$ cat config.mk
export PLATFORM = sky130hd
export DESIGN_NAME = alu_issue_decode
export DESIGN_NICKNAME = d
export VERILOG_FILES = /design/src/rtl/wisc_pkg.sv /design/src/rtl/alu_issue_decode_comb.sv /design/src/rtl/alu_issue_decode.sv
export SDC_FILE = /design/constraint.sdc
export NUM_CORES = 1
export LEC_CHECK = 0
export BUFFER_PORTS_ARGS = -buffer_cell sky130_fd_sc_hd__buf_2
export CAP_MARGIN = 0
export CELL_PAD_IN_SITES_DETAIL_PLACEMENT = 1
export CELL_PAD_IN_SITES_GLOBAL_PLACEMENT = 2
export CORE_AREA = 2 2 128 130
export CTS_CLUSTER_SIZE = 8
export DETAILED_ROUTE_END_ITERATION = 12
export DIE_AREA = 0 0 130 132
export PLACE_DENSITY_LB_ADDON = 0.12
export SLEW_MARGIN = 20
export SYNTH_ARGS = -nofsm -noshare
export SYNTH_HDL_FRONTEND = slang
export SYNTH_HIERARCHICAL = 1
export SYNTH_SLANG_ARGS = --single-unit
$ cat constraint.sdc
create_clock -name clk -period 7.2 [get_ports clk]
set_input_delay 1.08 -clock clk [delete_from_list [all_inputs] [get_ports clk]]
set_output_delay 1.08 -clock clk [all_outputs]
set_load 0.02 [all_outputs]
$ cat src/rtl/wisc_pkg.sv
// Shared types for the WISC issue stage: ALU op enum, instruction opcodes,
// control-word payload and immediate-extension helpers.
package wisc_pkg;

  localparam int unsigned DATA_W = 16;
  localparam int unsigned OP_W   = 5;
  localparam int unsigned REG_W  = 3;
  localparam int unsigned PERF_W = 32;

  // BGEZ is issued as BLTZ; the execute stage inverts the branch outcome.
  localparam bit OP_BGEZ_VIA_BLTZ = 1'b1;

  typedef enum logic [OP_W-1:0] {
    ADD     = 5'd0,  SUB   = 5'd1,  OP_XOR = 5'd2,  OP_ANDN = 5'd3,
    ROL     = 5'd4,  SLL   = 5'd5,  ROR    = 5'd6,  SRA     = 5'd7,
    SEQ     = 5'd8,  SLT   = 5'd9,  SLE    = 5'd10, SCO     = 5'd11,
    BTR     = 5'd12, LBI   = 5'd13, SLBI   = 5'd14, ST      = 5'd15,
    LD      = 5'd16, STU   = 5'd17, BEQZ   = 5'd18, BNEZ    = 5'd19,
    BLTZ    = 5'd20, J     = 5'd21, JR     = 5'd22, JAL     = 5'd23,
    JALR    = 5'd24, NOP   = 5'd25, SIIC   = 5'd26, RTI     = 5'd27,
    SRL     = 5'd28, HALT  = 5'd29
  } alu_op_e;

  localparam logic [4:0] OPC_HALT  = 5'b00000;
  localparam logic [4:0] OPC_NOP   = 5'b00001;
  localparam logic [4:0] OPC_SIIC  = 5'b00010;
  localparam logic [4:0] OPC_RTI   = 5'b00011;
  localparam logic [4:0] OPC_J     = 5'b00100;
  localparam logic [4:0] OPC_JR    = 5'b00101;
  localparam logic [4:0] OPC_JAL   = 5'b00110;
  localparam logic [4:0] OPC_JALR  = 5'b00111;
  localparam logic [4:0] OPC_ADDI  = 5'b01000;
  localparam logic [4:0] OPC_SUBI  = 5'b01001;
  localparam logic [4:0] OPC_XORI  = 5'b01010;
  localparam logic [4:0] OPC_ANDNI = 5'b01011;
  localparam logic [4:0] OPC_BEQZ  = 5'b01100;
  localparam logic [4:0] OPC_BNEZ  = 5'b01101;
  localparam logic [4:0] OPC_BLTZ  = 5'b01110;
  localparam logic [4:0] OPC_BGEZ  = 5'b01111;
  localparam logic [4:0] OPC_ST    = 5'b10000;
  localparam logic [4:0] OPC_LD    = 5'b10001;
  localparam logic [4:0] OPC_SLBI  = 5'b10010;
  localparam logic [4:0] OPC_STU   = 5'b10011;
  localparam logic [4:0] OPC_ROLI  = 5'b10100;
  localparam logic [4:0] OPC_SLLI  = 5'b10101;
  localparam logic [4:0] OPC_RORI  = 5'b10110;
  localparam logic [4:0] OPC_SRAI  = 5'b10111;
  localparam logic [4:0] OPC_LBI   = 5'b11000;
  localparam logic [4:0] OPC_BTR   = 5'b11001;
  localparam logic [4:0] OPC_SHFT  = 5'b11010;
  localparam logic [4:0] OPC_ALU   = 5'b11011;
  localparam logic [4:0] OPC_SEQ   = 5'b11100;
  localparam logic [4:0] OPC_SLT   = 5'b11101;
  localparam logic [4:0] OPC_SLE   = 5'b11110;
  localparam logic [4:0] OPC_SCO   = 5'b11111;

  typedef struct packed {
    alu_op_e           op;
    logic              sign;
    logic              cin;
    logic [DATA_W-1:0] imm;
    logic              use_imm;
    logic [REG_W-1:0]  rs;
    logic [REG_W-1:0]  rt;
    logic [REG_W-1:0]  rd;
    logic              wr_en;
    logic [DATA_W-1:0] pc;
  } ctrl_t;

  function automatic logic [DATA_W-1:0] sext5(input logic [4:0] v);
    return DATA_W'($signed(v));
  endfunction

  function automatic logic [DATA_W-1:0] sext8(input logic [7:0] v);
    return DATA_W'($signed(v));
  endfunction

  function automatic logic [DATA_W-1:0] sext11(input logic [10:0] v);
    return DATA_W'($signed(v));
  endfunction

endpackage

$ cat src/rtl/alu_issue_decode_comb.sv
// Combinational WISC instruction decoder producing the execute-stage control word.
module issue_decode_comb
  import wisc_pkg::*;
(
  input  logic [DATA_W-1:0] instr,
  input  logic [DATA_W-1:0] pc,
  output ctrl_t             ctrl_c
);

  logic [4:0] opc;
  assign opc = instr[15:11];

  always_comb begin
    ctrl_c       = '0;
    ctrl_c.op    = NOP;
    ctrl_c.rs    = instr[10:8];
    ctrl_c.rt    = instr[7:5];
    ctrl_c.pc    = pc;
    ctrl_c.wr_en = 1'b1;
    case (opc)
      OPC_HALT: begin ctrl_c.op = HALT; ctrl_c.wr_en = 1'b0; end
      OPC_NOP:  begin ctrl_c.op = NOP;  ctrl_c.wr_en = 1'b0; end
      OPC_SIIC: begin ctrl_c.op = SIIC; ctrl_c.wr_en = 1'b0; end
      OPC_RTI:  begin ctrl_c.op = RTI;  ctrl_c.wr_en = 1'b0; end
      OPC_J: begin
        ctrl_c.op = J; ctrl_c.imm = sext11(instr[10:0]); ctrl_c.wr_en = 1'b0;
      end
      OPC_JR: begin
        ctrl_c.op = JR; ctrl_c.imm = sext8(instr[7:0]); ctrl_c.use_imm = 1'b1;
        ctrl_c.wr_en = 1'b0;
      end
      OPC_JAL: begin
        ctrl_c.op = JAL; ctrl_c.imm = sext11(instr[10:0]); ctrl_c.rd = 3'd7;
      end
      OPC_JALR: begin
        ctrl_c.op = JALR; ctrl_c.imm = sext8(instr[7:0]); ctrl_c.use_imm = 1'b1;
        ctrl_c.rd = 3'd7;
      end
      // opcode[1:0] selects ADD/SUB/XOR/ANDN; the logical pair zero-extends
      OPC_ADDI, OPC_SUBI, OPC_XORI, OPC_ANDNI: begin
        ctrl_c.op      = alu_op_e'({3'b000, opc[1:0]});
        ctrl_c.imm     = opc[1] ? DATA_W'(instr[4:0]) : sext5(instr[4:0]);
        ctrl_c.use_imm = 1'b1;
        ctrl_c.rd      = instr[7:5];
        ctrl_c.sign    = !opc[1];
        ctrl_c.cin     = (opc[1:0] == 2'b01);
      end
      OPC_BEQZ, OPC_BNEZ, OPC_BLTZ, OPC_BGEZ: begin
        ctrl_c.op    = (opc[1:0] == 2'b00) ? BEQZ : (opc[1:0] == 2'b01) ? BNEZ : BLTZ;
        ctrl_c.imm   = sext8(instr[7:0]);
        ctrl_c.sign  = 1'b1;
        ctrl_c.wr_en = 1'b0;
      end
      OPC_ST, OPC_LD: begin
        ctrl_c.op      = opc[0] ? LD : ST;
        ctrl_c.imm     = sext5(instr[4:0]);
        ctrl_c.use_imm = 1'b1;
        ctrl_c.rd      = instr[7:5];
        ctrl_c.wr_en   = opc[0];
      end
      OPC_STU: begin
        ctrl_c.op = STU; ctrl_c.imm = sext5(instr[4:0]); ctrl_c.use_imm = 1'b1;
        ctrl_c.rd = instr[10:8];
      end
      OPC_SLBI: begin
        ctrl_c.op = SLBI; ctrl_c.imm = DATA_W'(instr[7:0]); ctrl_c.use_imm = 1'b1;
        ctrl_c.rd = instr[10:8];
      end
      OPC_LBI: begin
        ctrl_c.op = LBI; ctrl_c.imm = sext8(instr[7:0]); ctrl_c.use_imm = 1'b1;
        ctrl_c.rd = instr[10:8];
      end
      OPC_ROLI, OPC_SLLI, OPC_RORI, OPC_SRAI: begin
        ctrl_c.op      = alu_op_e'({3'b001, opc[1:0]});
        ctrl_c.imm     = DATA_W'(instr[3:0]);
        ctrl_c.use_imm = 1'b1;
        ctrl_c.rd      = instr[7:5];
      end
      OPC_BTR: begin ctrl_c.op = BTR; ctrl_c.rd = instr[4:2]; end
      OPC_SHFT: begin
        ctrl_c.op = alu_op_e'({3'b001, instr[1:0]}); ctrl_c.rd = instr[4:2];
      end
      OPC_ALU: begin
        ctrl_c.op   = alu_op_e'({3'b000, instr[1:0]});
        ctrl_c.rd   = instr[4:2];
        ctrl_c.sign = !instr[1];
        ctrl_c.cin  = (instr[1:0] == 2'b01);
      end
      OPC_SEQ, OPC_SLT, OPC_SLE, OPC_SCO: begin
        ctrl_c.op   = alu_op_e'({3'b010, opc[1:0]});
        ctrl_c.rd   = instr[4:2];
        ctrl_c.sign = (opc[1:0] == 2'b01) || (opc[1:0] == 2'b10);
      end
      default: ;
    endcase
  end

endmodule

$ cat src/rtl/alu_issue_decode.sv
// ID/EX issue stage: decode, output register plus one-entry skid, sticky HALT.
// Optional ISSUE_PERF_CNT_EN adds saturating issue/stall counters.
module alu_issue_decode
  import wisc_pkg::*;
(
  input  logic              clk,
  input  logic              rst,
  input  logic              flush,
  input  logic              in_valid,
  output logic              in_ready,
  input  logic [DATA_W-1:0] in_instr,
  input  logic [DATA_W-1:0] in_pc,
  output logic              out_valid,
  input  logic              out_ready,
  output logic [OP_W-1:0]   out_op,
  output logic              out_sign,
  output logic              out_cin,
  output logic [DATA_W-1:0] out_imm,
  output logic              out_use_imm,
  output logic [REG_W-1:0]  out_rs,
  output logic [REG_W-1:0]  out_rt,
  output logic [REG_W-1:0]  out_rd,
  output logic              out_wr_en,
  output logic [DATA_W-1:0] out_pc,
`ifdef ISSUE_PERF_CNT_EN
  output logic [PERF_W-1:0] perf_issued,
  output logic [PERF_W-1:0] perf_stall,
`endif
  output logic              halted
);

  ctrl_t dec_c, out_q, skid_q, out_d, skid_d;
  logic  skid_valid, out_valid_n, skid_valid_n, halted_n;
  logic  accept_c, consume_c;

  issue_decode_comb u_dec (
    .instr  (in_instr),
    .pc     (in_pc),
    .ctrl_c (dec_c)
  );

  assign accept_c  = in_valid && in_ready;
  assign consume_c = out_valid && out_ready;

  // Next-state for output/skid slots; flush drops everything including this cycle's accept.
  always_comb begin
    out_d        = out_q;
    skid_d       = skid_q;
    out_valid_n  = out_valid;
    skid_valid_n = skid_valid;
    halted_n     = halted;
    if (flush) begin
      out_valid_n  = 1'b0;
      skid_valid_n = 1'b0;
    end else begin
      if (consume_c && out_q.op == HALT) halted_n = 1'b1;
      if (consume_c) begin
        if (skid_valid) begin
          out_d        = skid_q;
          skid_valid_n = 1'b0;
        end else if (accept_c) begin
          out_d = dec_c;
        end else begin
          out_valid_n = 1'b0;
        end
      end else if (accept_c) begin
        if (out_valid) begin
          skid_d       = dec_c;
          skid_valid_n = 1'b1;
        end else begin
          out_d       = dec_c;
          out_valid_n = 1'b1;
        end
      end
    end
  end

  always_ff @(posedge clk) begin
    if (rst) begin
      out_q      <= '0;
      skid_q     <= '0;
      out_valid  <= 1'b0;
      skid_valid <= 1'b0;
      halted     <= 1'b0;
      in_ready   <= 1'b1;
    end else begin
      out_q      <= out_d;
      skid_q     <= skid_d;
      out_valid  <= out_valid_n;
      skid_valid <= skid_valid_n;
      halted     <= halted_n;
      in_ready   <= !skid_valid_n && !halted_n;
    end
  end

  assign out_op      = out_q.op;
  assign out_sign    = out_q.sign;
  assign out_cin     = out_q.cin;
  assign out_imm     = out_q.imm;
  assign out_use_imm = out_q.use_imm;
  assign out_rs      = out_q.rs;
  assign out_rt      = out_q.rt;
  assign out_rd      = out_q.rd;
  assign out_wr_en   = out_q.wr_en;
  assign out_pc      = out_q.pc;

`ifdef ISSUE_PERF_CNT_EN
  // Saturating counters; untouched by flush.
  always_ff @(posedge clk) begin
    if (rst) begin
      perf_issued <= '0;
      perf_stall  <= '0;
    end else begin
      if (consume_c && perf_issued != '1) perf_issued <= perf_issued + PERF_W'(1);
      if (out_valid && !out_ready && perf_stall != '1) perf_stall <= perf_stall + PERF_W'(1);
    end
  end
`endif

endmodule

== Word level (Yosys, flattened, before mapping) ==
Cells that the tools add are included.
Cells by class
  equality and inequality tests: 38
  multiplexer cells: 26
  bitwise logic cells: 2
  reductions and logical operators: 31
Operator list (count)
  $mux 50: 5
  $pmux 16 s6: 1
  $pmux 5 s19: 1
  $eq 5x5->1 const B: 17
  $eq 5x4->1 const B: 8
  $eq 5x3->1 const B: 4
  $reduce_or 10->1: 2
  $mux 16: 1
  $reduce_or 4->1: 4
  $reduce_or 15->1: 1
  $reduce_or 7->1: 2
  $pmux 3 s4: 1
  $mux 1: 11
  $eq 5x2->1 const B: 2
  $mux 5: 2
  $reduce_and 4->1: 2
  $reduce_or 2->1: 4
  $reduce_or 3->1: 2
  $eq 5x1->1 const B: 1
  $logic_not 5->1: 1
  $eq 2x1->1 const B: 2
  $logic_and 1x1->1: 4
  $logic_not 1->1: 4
  $ne 2x2->1 const B: 2
  10 further kinds: 13
Word-level totals
  bits in registers: 104
  input bits: 37
  word-level logic and storage cells: 121

== Depth between registers and ports, before layout ==
Gate-level depths: netlist of run 1.
  word-level depth: 7
  mapped depth: 11
  gate-level depth less buffers: 9

== Cells and area by module ==
The synthesis of run 1 kept the hierarchy.
By module, submodules not included
  alu_issue_decode: instances 1, cells an instance 485, area an instance 4702.0 sq um
  issue_decode_comb: instances 1, cells an instance 172, area an instance 1076.0 sq um

== Least setup slack after synthesis of run 1 ==
No wires, ideal clock.
  kind: input-to-reg
  start: in in_instr[11]
  end: reg out_q (netlist bit out_imm[11])
  setup time: 0.146 ns
  arrival time: 3.072 ns
  setup slack: 3.982 ns
  cell stages on the path: 11
  cells stage by stage: inv_1 > ha_1 > buf_6 > or4_4 > a31oi_4 > nand2_1 > a21bo_2 > a21o_1 > buf_4 > mux2i_1 > a211oi_2
RTL lines
  start, declared: RTL line alu_issue_decode.sv:11  | input logic [DATA_W-1:0] in_instr,
  end signal, assigned: RTL line alu_issue_decode.sv:87  | out_q <= out_d;
  end, declared: RTL line alu_issue_decode.sv:32  | ctrl_t dec_c, out_q, skid_q, out_d, skid_d;

== Worst setup path after layout of run 1 ==
  start: in in_instr[11]
  end: reg out_q (netlist bit out_imm[14])
Between the ends
  cells in the longest elaborated chain, start to end: 6
  elaborated cells on any way between the ends: 32
  classes of those cells: 21 x eq/ne; 6 x mux; 5 x reduce/logical
Ends and longest elaborated chain
  $eq 5x3->1, or another cell as far along: RTL line alu_issue_decode_comb.sv:20  | case (opc)
  $reduce_or 7->1 (no source line), or another cell as far along
  $pmux 16 s6 *: RTL line alu_issue_decode_comb.sv:20
  $mux 50 (on tied branches): RTL line alu_issue_decode.sv:67, alu_issue_decode.sv:61
  $mux 50 (on tied branches): RTL line alu_issue_decode.sv:66, alu_issue_decode.sv:58
  $mux 50 *: RTL line alu_issue_decode.sv:57  | if (consume_c) begin
Every way passes the cells marked *; elsewhere a longest branch is shown, timed or not. The select of a mux whose other input is x is not followed.
A chain may end at the register's enable or synchronous reset.

==> results of run 1 <==
==> critical path, cell delays in order <==
cell and delay [ns]:
buf_2 0.13, inv_1 0.08, ha_1 0.42, nor4_1 0.45
nor4_1 0.08, o21ai_0 0.43, a21bo_2 0.30, a21o_1 0.29
mux2i_1 0.23, a211oi_2 0.11
==> layout by cell type (no fill, tap or decap), types with 5 or more instances in the layout <==
cell / netlist / layout
a211oi_2: 50 / 50
a21oi_1: 63 / 63
a22oi_1: 5 / 5
a31oi_1: 54 / 54
buf_2: 15 / 88
buf_4: 27 / 8
clkbuf_16: 0 / 9
dfxtp_1: 104 / 104
mux2i_1: 50 / 50
nand2_1: 18 / 18
nand2b_1: 8 / 7
nand3_1: 61 / 60
nor2_1: 6 / 6
nor2b_1: 7 / 7
o21ai_0: 52 / 52
o21ai_1: 17 / 17
==> sequential cells by signal, summed over array words and instances (netlist names), 3 cells and up <==
name / count
skid_q: 50
out_imm: 16
out_pc: 16
out_op: 5
out_rd: 3
out_rs: 3
out_rt: 3
==> final cells by class <==
| cell class | instances | area (µm²) | area share (%) |
|---|---|---|---|
| Clock buffer | 11 | 243 | 3.86 |
| Clock inverter | 5 | 40.0 | 0.637 |
| Inverter | 5 | 18.8 | 0.299 |
| Multi-Input combinational cell | 445 | 3130 | 49.8 |
| Sequential cell | 104 | 2080 | 33.1 |
| Tap cell | 216 | 270 | 4.30 |
| Timing Repair Buffer | 96 | 500 | 7.96 |
==> worst paths after layout <==
path	start	endpoint	slack (ns)
worst max-delay path	in_instr[11]	out_imm[14]	3.79
worst min register to register	skid_q[15]	skid_q[15]	0.48
worst max register to register	out_valid	out_imm[15]	4.23
worst min-delay path	skid_q[15]	skid_q[15]	0.48
==> logic make-up (layout without fill, tap and decap cells) <==
logic type                 after synthesis  in the layout  share of synthesized area (%)
AOI/OAI and AO/OA                      264            264                           32.3
xor gates and xnor gates                 1              1                          0.152
adders and majority gates                4              4                          0.866
buffers and inverters                  108            117                           10.1
DFF                                    104            104                           36.0
muxes                                   50             50                           8.66
and+or+nand+nor                        126            126                           11.8
==> power by group <==
| group | switching [mW] | total, mW | internal (mW) |
|---|---|---|---|
| sequential | 0.0147 | 0.612 | 0.597 |
| combinational | 0.166 | 0.244 | 0.0788 |
| clock | 0.241 | 0.489 | 0.248 |
==> per-layer routing <==
layer / wire, µm / GRT usage (%) / vias up
li1: - / - / 2437
met1: 8920 / 30.0 / 2615
met2: 9170 / 36.8 / 109
met3: 681 / 3.21 / 23
met4: 317 / 5.85 / 0
met5: 0 / 0 / -
==> Yosys cell counts (all sizes together), types with 5 or more instances <==
master | number | area share, %
a31oi | 55 | 6.2
a22oi | 5 | 0.65
o21ai | 69 | 6.0
a21oi | 63 | 5.5
inv | 5 | 0.32
nand3 | 61 | 5.3
buf | 58 | 6.9
nand2b | 8 | 0.87
a211oi | 50 | 11
clkbuf | 45 | 2.9
nor2b | 7 | 0.76
mux2i | 50 | 8.7
dfxtp | 104 | 36
nor3 | 5 | 0.52
nand2 | 18 | 1.2
nor2 | 6 | 0.39
==> metrics by stage <==
stage / std cells / cell area [µm²]
floorplan: 657 / 5780
CTS: 882 / 6290
global route: 882 / 6290
detailed placement: 866 / 6000
global placement: 866 / 6000
finish: 882 / 6290
==> impl_results.md, run 1 <==
- Vias in the first global route: 5349
- Register area share after synthesis: 36.0%
- Rows: 46
- Inserted Diodes: 0
- Initial antenna violation count: 0
- Port bufs: 89
- Clock Latency Late Sink: 0.35 ns
- MaxCap Viol Count: 0
- Share of post-route cells with drive strength above 1: 26.0%
- # hold bufs at CTS: 0
- Clock Path Buffers: 2
- WL/cell: 21.6 µm
- H-tree levels: 3
- Lkg Pwr: 2.57 nW
- Die Span Y: 132 µm
- Total detailed-routing wirelength: 19100 µm
- Syn Inst Count: 657
- Iteration count of the initial detailed-routing pass: 4
- Syn_nets: 698
- Global placement routability congestion: 0.838
- RSZ-0062 raised after global routing: false
- Warnings from Yosys: 6
- Total power: 1.34 mW
- Largest net degree at the start of global routing: 101
- Power per cell area: 214 nW/µm²
- FILL cells: 1868
- Vias: 5184
- TritonCTS Buffers: 9
- Place WS: 3.47 ns
- Crit Path Max Fanout: 18
- Initial Util: 36.8%
- Nets: 702
- Max Slew Vio Count: 0
- IO Count: 90
- Dpl hpwl: 11400 µm
- Post-DRT Antenna Nets: 0
- TritonCTS clock tree: built
- Final setup viols: 0
- FF+latch count, synth: 104
- Asr flop ratio synth: 0%
- Status: finished, final reports clean
- Final worst setup slack: 3.79 ns
- Synth Flop Type: dfxtp_1
- Global-route wire length before repair: 30100 µm
- CTS root buf: clkbuf_16
- Hold Vio Cnt, Final: 0
- Clk slew on worst S/H paths: 0.07 ns
- WHS: 0.483 ns
- Worst-Margin Slew: 1.13 ns
- Total congestion overflow: 0
- Worst Setup Start Kind: input port
- Worst hold path depth: 2
- Core Footprint: 15700 µm²
- Critical path type: in2reg
- Period utilization: 47.3%
- Achievable Freq: 294 MHz
- Gr usage total: 22.2%
- Min-Delay Path Class: reg2reg
- DIE WIDTH: 130 µm
- # DRC: 0
- DR iter-0 viols: 412
- Post_cts resized: 0
- Total clock sinks: 104
- Layout Skew: 0.00600 ns
- Area Growth Syn to Fin: 8.79%
- Mean Syn Cell Area: 8.79 µm²
- Tmin final: 3.41 ns
- Routed vias/inst: 5.88
- Final Core Density: 40.0%
- Setup bufs post-CTS: 0
- Setup TNS: 0 ns
- Die area: 17200 µm²
- Post-synth EDFFs: 0
- VDD IR max: 0.153 mV
- CP Data Arrival Time: 3.61 ns
- Rel. slew slack: 24.8%
- Library cells used by synthesis: 55
- Netlist Area Pre-Place: 5780 µm²
- Critical path endpoint category: register
- R2R depth: 5
- Data required time at the worst endpoint: 7.40 ns
No activity file was read; power rests on OpenSTA's default activity.
==> run 2, diff against run 1 <==
--- a/config.mk
+++ b/config.mk
@@ -9,10 +9,10 @@
 export CAP_MARGIN = 0
 export CELL_PAD_IN_SITES_DETAIL_PLACEMENT = 1
 export CELL_PAD_IN_SITES_GLOBAL_PLACEMENT = 2
-export CORE_AREA = 2 2 128 130
+export CORE_AREA = 2 2 140 142
 export CTS_CLUSTER_SIZE = 8
 export DETAILED_ROUTE_END_ITERATION = 12
-export DIE_AREA = 0 0 130 132
+export DIE_AREA = 0 0 142 144
 export PLACE_DENSITY_LB_ADDON = 0.12
 export SLEW_MARGIN = 20
 export SYNTH_ARGS = -nofsm -noshare
==> constraint.sdc (replaced) <==
create_clock -name clk -period 3 [get_ports clk]
set_input_delay 0.45 -clock clk [delete_from_list [all_inputs] [get_ports clk]]
set_output_delay 0.45 -clock clk [all_outputs]
set_load 0.02 [all_outputs]
==> impl_results.md, run 2 (synthesis results as in run 1) <==
- Status: finished, final reports clean
- Initial antenna violation count: 0 (unchanged)
- Total clock sinks: 104 (unchanged)
- Worst-Margin Slew: 0.672 ns (-0.456 ns)
- Final Core Density: 34.2% (-5.8 points)
- Core Footprint: 19100 µm² (+21%)
- Routed vias/inst: 5.55 (-5.6%)
- Final Cell Area: 6530 µm² (+3.8%)
- Min-Delay Path Class: in2reg
- Iteration count of the initial detailed-routing pass: 4 (unchanged)
- VDD IR max: 0.329 mV (+110%)
- Area Growth Syn to Fin: 12.9%
- Register Area: 2080 µm² (unchanged)
- Post_cts resized: 0 (unchanged)
- Final setup viols: 0 (unchanged)
- Clock Latency Late Sink: 0.36 ns (about the same)
- Inserted Diodes: 0 (unchanged)
- CTS root buf: clkbuf_16
- Clock share of power: 38.4% (+2.0 points)
- Setup bufs post-CTS: 0 (unchanged)
- # DRC: 0 (unchanged)
- Worst Hold Launch: in_pc[7]
- WHS: 0.349 ns (-0.134 ns)
- Cells along the critical path: buf_2, inv_1, ha_1, or4_4, a31oi_4, nand2_1, a21bo_2, a21o_1, mux2i_1, a211oi_2
- DIE WIDTH: 142 µm (+9.2%)
- Hold Vio Cnt, Final: 0 (unchanged)
- Worst hold path depth: 3 (+1)
- # hold bufs at CTS: 0 (unchanged)
- Rel. slew slack: 55.2% (+30 points)
- Logic pwr share: 18.0% (-0.2 points)
- Global placement routability congestion: 0.880 (+5.0%)
- Worst Setup SP: in_instr[12]
- Total congestion overflow: 0 (unchanged)
- Tmin final: 2.49 ns
- Most frequent cells in the layout: dfxtp_1 (104), buf_2 (88), a21oi_1 (63)
- Gr usage total: 18.7% (-3.5 points)
- Layout Skew: 0.00705 ns (+0.00105 ns)
- Critical path type: in2reg
- Power per cell area: 515 nW/µm² (+140%)
- CP max stage delay: 0.56 ns (+0.11 ns)
- IO Count: 90 (unchanged)
- H-tree levels: 3 (unchanged)
- Achievable Freq: 402 MHz
- Port bufs: 89 (unchanged)
- TritonCTS Buffers: 9 (unchanged)
- Worst Setup Start Kind: input port
- Crit-path slowest cell: or4_4
- Dpl cells: 904 (+4.4%)
- MaxCap Viol Count: 0 (unchanged)
- Initial Util: 30.3% (-6.5 points)
- Crit Path Max Fanout: 12 (-6)
- Sw frac: 30.3% (-0.98 points)
- Dpl hpwl: 12300 µm (+7.9%)
- Final worst setup slack: 0.512 ns (-3.28 ns)
- Global-route wire length before repair: 29700 µm (-1.4%)
- Commonest non-fill, non-tap cell in the layout: dfxtp_1
- Switching power: 1.02 mW (+140%)
- Setup TNS: 0 ns (unchanged)
- Lkg Pwr: 2.69 nW (+4.6%)
- Largest register by flop count: skid_q
- Largest net degree at the start of global routing: 101 (unchanged)
- Nets: 718 (+2.3%)
- Period utilization: 82.9%
- FILL cells: 2222 (+19%)
- CP Data Arrival Time: 2.72 ns (-0.89 ns)
- Total power: 3.36 mW (+150%)
- Delay-heaviest family, CP: compound AO/OA/AOI/OAI gates
- Die area: 20400 µm² (+19%)
- R2r startpoint: out_valid
- Clock Path Buffers: 2 (unchanged)
- Die Span Y: 144 µm (+9.1%)
- Clk slew on worst S/H paths: 0.08 ns (about the same)
- Int Pwr: 2.34 mW (+150%)
- Max Slew Vio Count: 0 (unchanged)
- Vias: 5105 (-1.5%)
- Total detailed-routing wirelength: 19100 µm (+0.27%)
- DR iter-0 viols: 327 (-21%)
- Vias in the first global route: 5100 (-4.7%)
- Share of post-route cells with drive strength above 1: 27.9% (+1.9 points)
- Critical path endpoint category: register
- Critical path buffer and inverter count: 2 (unchanged)
- Final Non-Filler Cells: 920 (+4.3%)
- Placed cell area: 6210 µm² (+3.5%)
- TritonCTS clock tree: built
- Data required time at the worst endpoint: 3.24 ns (-4.16 ns)
- RSZ-0062 raised after global routing: false
- WL/cell: 20.8 µm (-3.9%)
- Cell count along the critical path: 10 (unchanged)
- Post-DRT Antenna Nets: 0 (unchanged)
- Seq pwr share: 43.7% (-1.8 points)
- R2R depth: 4 (-1)
- Multi-input logic area: 3130 µm² (about the same)
- Rows: 51 (+11%)
- Largest register FFs: 50 (unchanged)
- Place WS: 0.148 ns (-3.32 ns)
run 2: cell type report:
cell class,instances,share of cell area [%]
clock buffer,11,3.87
clock inverter,5,0.959
inverter,5,0.288
multi-input combinational,445,47.9
sequential,104,31.9
tap,238,4.56
timing repair buffer,112,10.5
run 2: worst paths after layout:
| kind | end | slack [ns] |
|---|---|---|
| hold / removal | skid_q[7] | 0.35 |
| hold reg to reg | skid_q[6] | 0.48 |
| setup / recovery | out_imm[10] | 0.51 |
| setup reg to reg | out_rd[1] | 1.12 |
run 2: power groups by stage:
stage | sequential [mW] | clock, mW | combinational (mW)
floorplan | 1.55 | 0 | 0.381
finish | 1.47 | 1.29 | 0.604
CTS | 1.47 | 1.33 | 0.610
global route | 1.47 | 1.39 | 0.654
global placement | 1.50 | 0 | 0.604
detailed placement | 1.50 | 0 | 0.609
run 2: worst min-delay path: stages:
cell     delay [ns]
buf_2          0.10
nand3_1        0.05
a21oi_1        0.05
run 2: metal layers:
layer	global-route usage, %	wire (µm)	up-vias
li1	-	-	2470
met1	26.4	9520	2545
met2	29.3	8820	75
met3	3.05	595	15
met4	5.47	214	0
met5	0	0	-
